## src/rtl/wr_rd_stim_gen.sv

```systemverilog
// Reset/write/read stimulus generator: a rising trigger arms a countdown,
// then drops rst_o, fires one wr and one rd pulse, and re-asserts rst_o.
module wr_rd_stim_gen #(
   parameter int ARM_CYC = 2,
   parameter int WR_DLY  = 2,
   parameter int RD_DLY  = 4,
   parameter int CNT_W   = 8
) (
   input  logic             clk,
   input  logic             rst,
   input  logic             temp,
   output logic             rst_o,
   output logic             wr,
   output logic             rd,
   output logic             busy,
   output logic             done,
   output logic [CNT_W-1:0] run_cnt
);

   localparam int M    = (WR_DLY > RD_DLY) ? WR_DLY : RD_DLY;
   localparam int LAST = ARM_CYC + M;
   localparam int KW   = $clog2(LAST + 2) + 1;

   // Edge indices (relative to the trigger edge) at which each output is set
   localparam logic [KW-1:0] K_LO   = KW'(ARM_CYC - 1);
   localparam logic [KW-1:0] K_WR   = KW'(ARM_CYC + WR_DLY - 1);
   localparam logic [KW-1:0] K_RD   = KW'(ARM_CYC + RD_DLY - 1);
   localparam logic [KW-1:0] K_LAST = KW'(LAST);

   localparam logic [1:0] S_IDLE = 2'd0;
   localparam logic [1:0] S_ARM  = 2'd1;
   localparam logic [1:0] S_RUN  = 2'd2;
   localparam logic [1:0] S_DONE = 2'd3;

   logic [1:0]       state_q, state_d;
   logic [KW-1:0]    k_q, k_d;
   logic [KW-1:0]    kk;
   logic             temp_q;
   logic             rise;
   logic             act;
   logic             rst_o_q, rst_o_d;
   logic             wr_q, wr_d;
   logic             rd_q, rd_d;
   logic             busy_q, busy_d;
   logic             done_q, done_d;
   logic [CNT_W-1:0] cnt_q, cnt_d;

   assign rise = temp & ~temp_q;

   always_comb begin
      state_d = state_q;
      k_d     = k_q;
      cnt_d   = cnt_q;
      rst_o_d = 1'b1;
      wr_d    = 1'b0;
      rd_d    = 1'b0;
      busy_d  = 1'b0;
      done_d  = 1'b0;
      act     = 1'b0;
      kk      = k_q;
      unique case (state_q)
         S_IDLE: begin
            act = rise;
            kk  = '0;
         end
         S_ARM, S_RUN: act = 1'b1;
         S_DONE: state_d = S_IDLE;
         default: state_d = S_IDLE;
      endcase
      if (act) begin
         busy_d  = (kk != K_LAST);
         rst_o_d = (kk < K_LO) || (kk == K_LAST);
         wr_d    = (kk == K_WR);
         rd_d    = (kk == K_RD);
         k_d     = kk + 1'b1;
         if (kk == K_LAST) begin
            state_d = S_DONE;
            done_d  = 1'b1;
            cnt_d   = cnt_q + 1'b1;
            k_d     = '0;
         end else if (kk >= K_LO) begin
            state_d = S_RUN;
         end else begin
            state_d = S_ARM;
         end
      end
   end

   always_ff @(posedge clk or posedge rst) begin
      if (rst) begin
         state_q <= S_IDLE;
         k_q     <= '0;
         temp_q  <= 1'b0;
         rst_o_q <= 1'b1;
         wr_q    <= 1'b0;
         rd_q    <= 1'b0;
         busy_q  <= 1'b0;
         done_q  <= 1'b0;
         cnt_q   <= '0;
      end else begin
         state_q <= state_d;
         k_q     <= k_d;
         temp_q  <= temp;
         rst_o_q <= rst_o_d;
         wr_q    <= wr_d;
         rd_q    <= rd_d;
         busy_q  <= busy_d;
         done_q  <= done_d;
         cnt_q   <= cnt_d;
      end
   end

   assign rst_o   = rst_o_q;
   assign wr      = wr_q;
   assign rd      = rd_q;
   assign busy    = busy_q;
   assign done    = done_q;
   assign run_cnt = cnt_q;

endmodule

```

## config.mk

```make
export PLATFORM = sky130hd
export DESIGN_NAME = wr_rd_stim_gen
export DESIGN_NICKNAME = d
export VERILOG_FILES = /design/src/rtl/wr_rd_stim_gen.sv
export SDC_FILE = /design/constraint.sdc
export NUM_CORES = 1
export LEC_CHECK = 0
export CORE_AREA = 2 2 47 67
export DETAILED_ROUTE_END_ITERATION = 8
export DIE_AREA = 0 0 49 69
export GPL_TIMING_DRIVEN = 0
export PLACE_DENSITY = 0.62
export SYNTH_ARGS = -nofsm -noshare
export SYNTH_HDL_FRONTEND = slang
export SYNTH_SLANG_ARGS = --single-unit
export TNS_END_PERCENT = 5
```

## constraint.sdc

```tcl
create_clock -name clk -period 3.6 [get_ports clk]
set_input_delay 0.36 -clock clk [delete_from_list [all_inputs] [get_ports clk]]
set_output_delay 0.36 -clock clk [all_outputs]
set_load 0.02 [all_outputs]
```

==> summary.log <==
[run_status] outcome finished, final reports clean
[yosys] synthesized net count 87
[sta] Rel. slew slack 49.05%
[yosys] Distinct cells, synth 33
[pwr] P_leak 0.0005116 uW
[sta] achievable clock frequency 558.3 MHz
[clock_network] number of clock buffers inserted by TritonCTS 3
[setup_path] launching instance or port of the critical path state_q[0]$_DFFE_PP0P_
[sta] total negative setup slack 0 ps
[clock_network] # H-tree levels 1
[setup_path] cell chain of the critical path inv_1 -> ha_1 -> buf_6 -> and3b_1 -> o21ai_2 -> nor4_1 -> a221o_1
[grt] initial antenna violation count 0
[yosys] cell count after synthesis 81
[clock_network] clk buf depth 2
[sta] final clock period utilization by the worst path 49.75%
[clock_network] source-to-sink clock delay at the later pin of the worst-skew pair 260 ps
[sta] Max Slew Vio Count 0
[yosys] top_reg_cell synth dfrtp_1
[drt] final antenna-violating net count 0
[sta] RSZ-0062 raised after global routing false
[setup_path] CP bufs+invs 2
[place] DP Wirelength 1178 um
[place] Port Buffers 15
[clock_network] number of gates given a new drive strength after cts 0
[worst_hold_path] end point of the worst hold path run_cnt[7]$_DFFE_PP0P_
[floorplan] core region area 2791 um2
[final_layout] final net count 107
[sta] transition time at the pin with the least slew margin 763.5 ps
[worst_hold_path] hold wc startpoint run_cnt[7]$_DFFE_PP0P_
[sta] Final Hold Fails 0
[grt] vias in the first global route 672
[floorplan] vertical extent of the die 69 um
[yosys] Seq cells post-synth 20
[clock_network] # hold bufs at CTS 0
[yosys] EDFF count, synth 0
[setup_path] worst reg-to-reg path cell count 7
[floorplan] io pins 16
[clock_network] Root Driver clkbuf_8
[drt] DRC violation total after the first TritonRoute iteration 6
[sta] largest clock skew in the final design 1.226 ps
[setup_path] Crit. End Element register
[flow_run] number of max-capacitance violations reported 0
[drt] detailed-route DRC error count 0
[setup_path] total number of cells along the worst setup path 7
[clock_network] Post CTS Setup Buffer Count 0
[drt] via count of the routed design 668
[yosys] area of the mapped netlist 930.9 um2
[floorplan] die outline width 49 um
[setup_path] R2R Path Start state_q[0]$_DFFE_PP0P_
[floorplan] cell row count 23
[setup_path] Worst Path Arrival 1940 ps
[final_layout] Syn-to-layout area delta 27.02%
[yosys] share of synthesized registers carrying an async set or reset 100.0%
[setup_path] Worst EP required 3750 ps
[sta] endpoints failing setup 0
[drt] average wire per cell in the routed design 12.19 um
[sta] minimum clock period after layout 1791 ps
[final_layout] # diodes 0
[setup_path] endpoint of the lowest-slack register-to-register path k_q[3]$_DFFE_PP0P_
[grt] overall fraction of global-route tracks in use 11.29%
[grt] remaining global-route overflow 0
[setup_path] minimum setup slack among reg-to-reg paths 1810 ps
[floorplan] initial core utilization 33.35%
[place] global placer's final weighted congestion 0.7409
[pwr] total power density per cell area 777.5 nW/um2
[worst_hold_path] classification of the worst-slack hold path register to register
[floorplan] Total Die Area 3381 um2
[setup_path] cell class contributing the biggest share of worst-path delay compound AO/OA/AOI/OAI gates
[clock_network] CTS tree done
[setup_path] category of the critical setup timing path register to register
[grt] maximum number of pins on one net before global-route repair 21
[setup_path] delay of the slowest critical-path stage 380 ps
[setup_path] cell with the biggest individual delay on the critical path dfrtp_1
[final_layout] fraction of final layout cells sized beyond drive strength 1 14.00%
[yosys] average footprint of a synthesized cell 11.49 um2
[drt] first-pass iteration count of the detailed router 2
[setup_path] Max Fanout on Critical Path 10
[drt] number of vias per cell after detailed routing 4.876
[drt] drt total wl 1670 um
[yosys] number of warning messages in the yosys log 0
[yosys] share of the yosys chip area belonging to registers 53.90%
[grt] global-route wire length before repair 2960 um
[pwr] Total Power Consumption 919.3 uW
[clock_network] CTS clock-pin slew for the worst setup and hold paths 70 ps
[pwr] maximum vdd drop 0.0003844 V
[clock_network] Clock Sinks 20
[worst_hold_path] hold path depth 1
[setup_path] startpoint type of the worst setup path register
==> cell usage in the layout (no fill, tap or decap), types with 2 or more instances in the layout <==
cell type and count:
inv_1 6, o21ai_0 3, clkdlybuf4s50_1 15, dfrtp_1 19
a21oi_1 2, nor3_1 2, clkbuf_8 4, nand3_1 4
buf_6 2, xnor2_1 6, nand4_1 2, nand2_1 4
nor4_1 4, nor2_1 4, ha_1 3
==> Yosys cell counts, types with 2 or more instances <==
cell / count / area share, %
o21ai_0: 3 / 1.6
ha_1: 3 / 4.0
nand3_1: 4 / 2.2
inv_1: 6 / 2.4
dfrtp_1: 19 / 51
nor4_1: 4 / 2.7
nor2_1: 4 / 1.6
xnor2_1: 6 / 5.6
a21oi_1: 2 / 1.1
buf_6: 2 / 2.4
nand2_1: 4 / 1.6
nand4_1: 2 / 1.3
nor3_1: 2 / 1.1
==> per-layer routing <==
layer	global-route usage [%]	share of wire, %	vias up	wire length, um
met4	9.206	3.6	0	60
met3	1.948	3.7	5	61
met1	12.78	45	325	745
met5	0	0	-	0
met2	18.26	48	14	803
li1	-	-	324	-
==> report_power, final <==
part	internal [uW]	switching, uW	total (uW)
Combinational	186	211	397
Sequential	289	62.5	352
Clock	97.4	73.4	171
Total	572	347	919
==> through the flow <==
step	util (%)	hold WS [ps]	cells	worst slack, ps	area, um2
finish	42.36	469.5	137	1809	1182
detailed placement	40.39	462.9	133	1731	1127
CTS	42.36	477.4	137	1778	1182
global placement	40.39	462.6	133	1756	1127
floorplan	-	323.1	81	1928	930.9
global route	42.36	512.7	137	1716	1182
==> worst max-delay path by stage <==
stage	endpoint	slack (ps)
final	k_q[3]$_DFFE_PP0P_	1810
after global routing	k_q[3]$_DFFE_PP0P_	1720
after CTS	k_q[3]$_DFFE_PP0P_	1780
after detailed placement	k_q[3]$_DFFE_PP0P_	1730
after global placement	run_cnt[1]$_DFFE_PP0P_	1760
after floorplan	run_cnt[1]$_DFFE_PP0P_	1930
==> cells by family (layout without fill, tap and decap cells) <==
logic type | count (synthesis) | count (layout) | share of synthesized area [%]
compound gates | 12 | 12 | 9.544
xor+xnor | 7 | 7 | 6.586
fa+ha+maj | 3 | 3 | 4.033
buf+inv | 8 | 27 | 4.838
flops | 20 | 20 | 53.90
mux | 1 | 1 | 1.612
simple gates | 30 | 30 | 19.49
==> state kept, by name, indices dropped and copies added (netlist names) <==
name / cells
busy: 1
temp_q: 1
wr: 1
rst_o: 1
done: 1
rd: 1
k_q: 4
run_cnt: 8
state_q: 2
==> layout make-up <==
class / count / area, um2
plain buffers: 2 / 22.52
fillers: 300 / 1609
inverters: 6 / 22.52
multi-input cells: 53 / 384.1
repair buffers: 15 / 150.1
well taps: 37 / 46.29
flip-flops and latches: 20 / 501.7
clock buffers: 4 / 55.05
No activity file was read; power rests on OpenSTA's default activity.
